File: src/rtl/vline_motion_ctrl.sv
// Vertical line motion controller: loads a start row, then steps a
// line counter up/down at a frame-divided rate, bouncing at limits.
module vline_motion_ctrl #(
  parameter int unsigned TOP_LIM      = 487,
  parameter int unsigned BOT_LIM      = 18,
  parameter int unsigned STEP_DIV     = 1,
  parameter int unsigned PIX_PER_STEP = 1
) (
  input  logic        clk,
  input  logic        reset,
  input  logic        frame_tick,
  input  logic        go,
  input  logic        stop,
  input  logic        dir_init,
  input  logic [15:0] sw,
  input  logic [15:0] ycoord,
  input  logic        at_top,
  input  logic        at_bot,
  output logic        UP,
  output logic        DW,
  output logic        LD,
  output logic [15:0] load_val,
  output logic        dir,
  output logic        busy,
  output logic [7:0]  bounce_cnt
);

  typedef enum logic [2:0] {
    S_IDLE = 3'd0,
    S_LOAD = 3'd1,
    S_WAIT = 3'd2,
    S_STEP = 3'd3,
    S_HOLD = 3'd4
  } state_t;

  localparam logic [15:0] TOP      = 16'(TOP_LIM);
  localparam logic [15:0] BOT      = 16'(BOT_LIM);
  localparam logic [7:0]  DIV_LAST = 8'(STEP_DIV - 1);
  localparam logic [3:0]  PIX      = 4'(PIX_PER_STEP);

  state_t      state_q;
  logic        ld_q;
  logic [15:0] load_val_q;
  logic        dir_q;
  logic [7:0]  bounce_q;
  logic [7:0]  div_q;
  logic [3:0]  pulse_q;

  logic        hit_top;
  logic        hit_bot;
  logic        in_step;
  logic        blocked;
  logic [15:0] load_d;
  logic [7:0]  bounce_d;

  assign hit_top = at_top | (ycoord >= TOP);
  assign hit_bot = at_bot | (ycoord <= BOT);
  assign in_step = (state_q == S_STEP);
  assign blocked = dir_q ? hit_top : hit_bot;

  // A blocked pulse-cycle turns the line around instead of moving it
  assign UP = in_step & dir_q & ~hit_top;
  assign DW = in_step & ~dir_q & ~hit_bot;

  always_comb begin
    load_d = sw;
    if (sw < BOT) begin
      load_d = BOT;
    end else if (sw > TOP) begin
      load_d = TOP;
    end
  end

  assign bounce_d = (bounce_q == 8'hFF) ? bounce_q : bounce_q + 8'd1;

  always_ff @(posedge clk) begin
    if (reset) begin
      state_q    <= S_IDLE;
      ld_q       <= 1'b0;
      load_val_q <= '0;
      dir_q      <= 1'b1;
      bounce_q   <= '0;
      div_q      <= '0;
      pulse_q    <= '0;
    end else begin
      unique case (state_q)
        S_IDLE: begin
          if (go && !stop) begin
            state_q    <= S_LOAD;
            ld_q       <= 1'b1;
            load_val_q <= load_d;
          end
        end
        S_LOAD: begin
          ld_q     <= 1'b0;
          dir_q    <= dir_init;
          bounce_q <= '0;
          div_q    <= '0;
          pulse_q  <= '0;
          state_q  <= stop ? S_HOLD : S_WAIT;
        end
        S_WAIT: begin
          if (stop) begin
            state_q <= S_HOLD;
          end else if (frame_tick) begin
            if (div_q == DIV_LAST) begin
              div_q   <= '0;
              pulse_q <= PIX;
              state_q <= S_STEP;
            end else begin
              div_q <= div_q + 8'd1;
            end
          end
        end
        S_STEP: begin
          if (blocked) begin
            dir_q    <= ~dir_q;
            bounce_q <= bounce_d;
          end
          // Frame ticks landing here are dropped, not queued
          if (stop) begin
            pulse_q <= '0;
            state_q <= S_HOLD;
          end else begin
            pulse_q <= pulse_q - 4'd1;
            if (pulse_q <= 4'd1) begin
              state_q <= S_WAIT;
            end
          end
        end
        S_HOLD: begin
          if (go && !stop) begin
            state_q <= S_WAIT;
          end
        end
        default: begin
          state_q <= S_IDLE;
        end
      endcase
    end
  end

  assign LD         = ld_q;
  assign load_val   = load_val_q;
  assign dir        = dir_q;
  assign bounce_cnt = bounce_q;
  assign busy       = (state_q == S_LOAD) ||
                      (state_q == S_WAIT) ||
                      (state_q == S_STEP);

endmodule

File: config.mk
export PLATFORM = sky130hd
export DESIGN_NAME = vline_motion_ctrl
export DESIGN_NICKNAME = d
export VERILOG_FILES = /design/src/rtl/vline_motion_ctrl.sv
export SDC_FILE = /design/constraint.sdc
export NUM_CORES = 1
export LEC_CHECK = 0
export ABC_AREA = 1
export BUFFER_PORTS_ARGS = -buffer_cell sky130_fd_sc_hd__buf_4
export CORE_MARGIN = 8
export CORE_UTILIZATION = 45
export CTS_BUF_LIST = sky130_fd_sc_hd__clkbuf_8
export DETAILED_ROUTE_END_ITERATION = 7
export HOLD_SLACK_MARGIN = 0.02
export PLACE_DENSITY = 0.72
export SYNTH_ARGS = -nofsm -noshare
export SYNTH_HDL_FRONTEND = slang
export SYNTH_SLANG_ARGS = --single-unit
File: constraint.sdc
create_clock -name clk -period 2.5 [get_ports clk]
set_input_delay 0.125 -clock clk [delete_from_list [all_inputs] [get_ports clk]]
set_output_delay 0.125 -clock clk [all_outputs]
set_load 0.02 [all_outputs]
==> flow_summary.json <==
{
  "drc": 0,
  "ys_ff_latch": 41,
  "yosysUniqueCellTypes": 37,
  "hold_viol_final": 0,
  "rsz0062_at_grt": "false",
  "fmax_ghz": 0.576,
  "crit_path_end_kind": "flip-flop",
  "cap_violations": 0,
  "place_inst": 436,
  "fin_crit_ns": 1.74,
  "reg2reg_from": "state_q[1]",
  "drt_iter0_drc": 74,
  "ir_drop_uv": 375,
  "gr-total-overflow": 0,
  "grt_use_total_pct": 15.3,
  "die_area_sq_um": 7340,
  "start_util_pct": 46.5,
  "routed_via_density": 5.07,
  "final_net_count": 434,
  "place_congestion": 0.820,
  "layout.cells.non_filler": 444,
  "cts_buffers": 5,
  "clk-insertion-delay-late_ns": 0.30,
  "use_met3_pct": 6.30,
  "slew_headroom_pct": 59.6,
  "synthMuxAreaShare_pct": 0,
  "antenna_left": 0,
  "p_per_area_nw_per_um2": 779,
  "critPathTopFamily": "simple AND/OR/NAND/NOR gates",
  "worstPathArrival_ns": 1.92,
  "startpoint_type": "flip-flop",
  "r2r-end": "load_val[0]",
  "synth.yosys.warnings": 0,
  "num_io_pins": 69,
  "min_period_over_period_pct": 69.5,
  "clkTransAtPathRegs_ns": 0.09,
  "synth_top_area_cell": "dfxtp_1",
  "grt_pass1_vias": 2144,
  "syn_inst": 320,
  "leakagePower_nw": 1.27,
  "htree_levels": 2,
  "status": "finished clean",
  "min_from": "sw[0]",
  "synthXorXnorAreaFrac_pct": 1.60,
  "setup_violations": 0,
  "syn_to_final_growth_pct": 30.3,
  "final_area_sq_um": 2850,
  "cp.required_ns": 2.68,
  "diodes": 0,
  "cpPeakStageDelay_ns": 0.47,
  "dr.pass1.iters": 5,
  "cp_num_buf_inv": 2,
  "portBuffers": 68,
  "routed_wl_um": 5520,
  "yosysSeqAreaShare_pct": 37.6,
  "setup_tns_ns": 0,
  "synth_fa_ha_area_share_pct": 2.87,
  "routedWlPerCell_um": 12.4,
  "postCtsSetupRepairBufs": 0,
  "rr_worst_depth": 6,
  "crit_slowest_cell": "nor3_2",
  "busiest_layer": "met2",
  "cts.sinks": 41,
  "grtUsageMet1_pct": 17.5,
  "yosys.area_share.simple_pct": 36.0,
  "clock_path_buffers": 2,
  "async_flop_share_pct": 0,
  "synth_top_area_share_pct": 37.6,
  "ys.flop_type": "dfxtp_1",
  "antenna_found_initial": 0,
  "crit_top_cell": "inv_2",
  "reg2reg_slack_ns": 0.76,
  "hold_path_end": "load_val[0]",
  "synth_edf_count": 0,
  "critPathMaxFanout": 14,
  "drive_above_1_share_pct": 24.9,
  "die_y_um": 85.7,
  "dp_hpwl_um": 4250,
  "gr-usage-met2_pct": 25.4,
  "skew_ns": 0.0127,
  "vias": 2253,
  "grt_pass1_wl_um": 9320,
  "cts_tree": "yes",
  "core_area_sq_um": 4690,
  "synth_compound_area_share_pct": 14.6,
  "cts-resized-gates": 0,
  "synth.avg_cell_area_sq_um": 6.82,
  "syn_nets": 365,
  "die_w_um": 85.7,
  "grt_max_degree": 25,
  "path_class": "flip-flop to flip-flop",
  "hold_path_class": "input port to flip-flop",
  "ctsHoldBuffers": 0,
  "crit_chain": "nor2_1, inv_2, nor3_2, inv_2, nand2_1, a21oi_1",
  "placed_cell_area_sq_um": 2730,
  "drv_slew": 0,
  "rows": 25,
  "tightest_slew_ns": 0.603,
  "synth_area_leaders": "dfxtp_1 (38%), nand2_1 (11%), nor2_1 (10%), a21oi_1 (5.5%), nand3_1 (5.5%)",
  "synth_top_family_by_area": "simple AND/OR/NAND/NOR gates",
  "hold_depth": 3,
  "cts-root-buf": "clkbuf_8",
  "synth.cell_area_sq_um": 2180
}
==> cells by family after synthesis <==
group,count (synthesis)
AOI/OAI and AO/OA,54
xor gates and xnor gates,4
adders and majority gates,5
buffers and inverters,41
DFF,41
and+or+nand+nor,175
==> state kept, by name (all words and copies together) (netlist names) <==
| name | count |
|---|---|
| load_val | 16 |
| bounce_cnt | 8 |
| div_q | 8 |
| pulse_q | 4 |
| state_q | 3 |
| LD | 1 |
| dir | 1 |
==> cell usage after synthesis, types with 2 or more instances <==
cell type and instances:
nand3_1 24, inv_1 25, a21oi_1 24, ha_1 5, nor2_4 2, nand3b_1 2
dfxtp_1 41, o31ai_1 2, o21ai_1 6, nor3_1 4, clkbuf_1 3, inv_2 10
nor2_1 60, nand2_1 62, nand2_2 2, nand4_1 9, buf_2 2, xor2_1 4
o21ai_0 15
==> worst reg2reg max path: stages, from the launching register on <==
cell and delay [ns]:
dfxtp_1 0.36, nor2_1 0.29, inv_2 0.07, nor3_2 0.47
inv_2 0.25, nand2_1 0.12, a21oi_1 0.06
==> where the power goes <==
part	internal, mW	switching (mW)
Combinational	0.318	0.511
Clock	0.299	0.246
Sequential	0.750	0.0928
==> layout by cell type (no fill, tap or decap), types with 2 or more instances in the layout <==
master,Yosys,routed
xor2_1,4,4
nor2_1,60,60
nor2_4,2,2
clkbuf_8,0,5
o21ai_1,6,6
dfxtp_1,41,41
buf_4,1,68
nand4_1,9,9
nor3_1,4,4
nand2_2,2,2
inv_2,10,10
o21ai_0,15,15
inv_1,25,25
nand3_1,24,24
o31ai_1,2,2
a21oi_1,24,24
ha_1,5,5
nand3b_1,2,2
nand2_1,62,62
==> stage by stage <==
stage / setup WS [ns] / util, % / power (mW) / hold slack [ns]
6_report: 0.763 / 60.6 / 2.22 / 0.108
5_1_grt: 0.546 / 60.6 / 2.37 / 0.108
4_1_cts: 0.728 / 60.6 / 2.23 / 0.104
3_5_place_dp: 0.774 / 58.2 / 1.69 / 0.413
3_3_place_gp: 0.812 / 58.2 / 1.67 / 0.402
2_1_floorplan: 0.971 / - / 1.41 / 0.203
==> final cells by class <==
class | instances | area [sq um]
clock buffer | 5 | 68.8
clock inverter | 3 | 43.8
fill | 448 | 1850
inverter | 35 | 131
multi-input combinational | 238 | 1200
sequential | 41 | 821
tap | 54 | 67.6
timing repair buffer | 68 | 510
==> layer usage <==
| metal | vias up | wire [um] |
|---|---|---|
| met5 | - | 0 |
| met4 | 0 | 46 |
| met3 | 4 | 474 |
| met2 | 70 | 2400 |
| met1 | 993 | 2590 |
| li1 | 1186 | - |
==> worst max path at each step <==
stage,from,to,slack (ns),cells after the start
after floorplan,bounce_cnt[1],bounce_cnt[5],0.97,9
after global placement,state_q[1],load_val[2],0.81,6
after detailed placement,state_q[1],load_val[0],0.77,6
after CTS,state_q[1],load_val[0],0.73,6
after global routing,state_q[1],load_val[2],0.55,6
final,state_q[1],load_val[0],0.76,6
(Power assumes the default switching activity.)
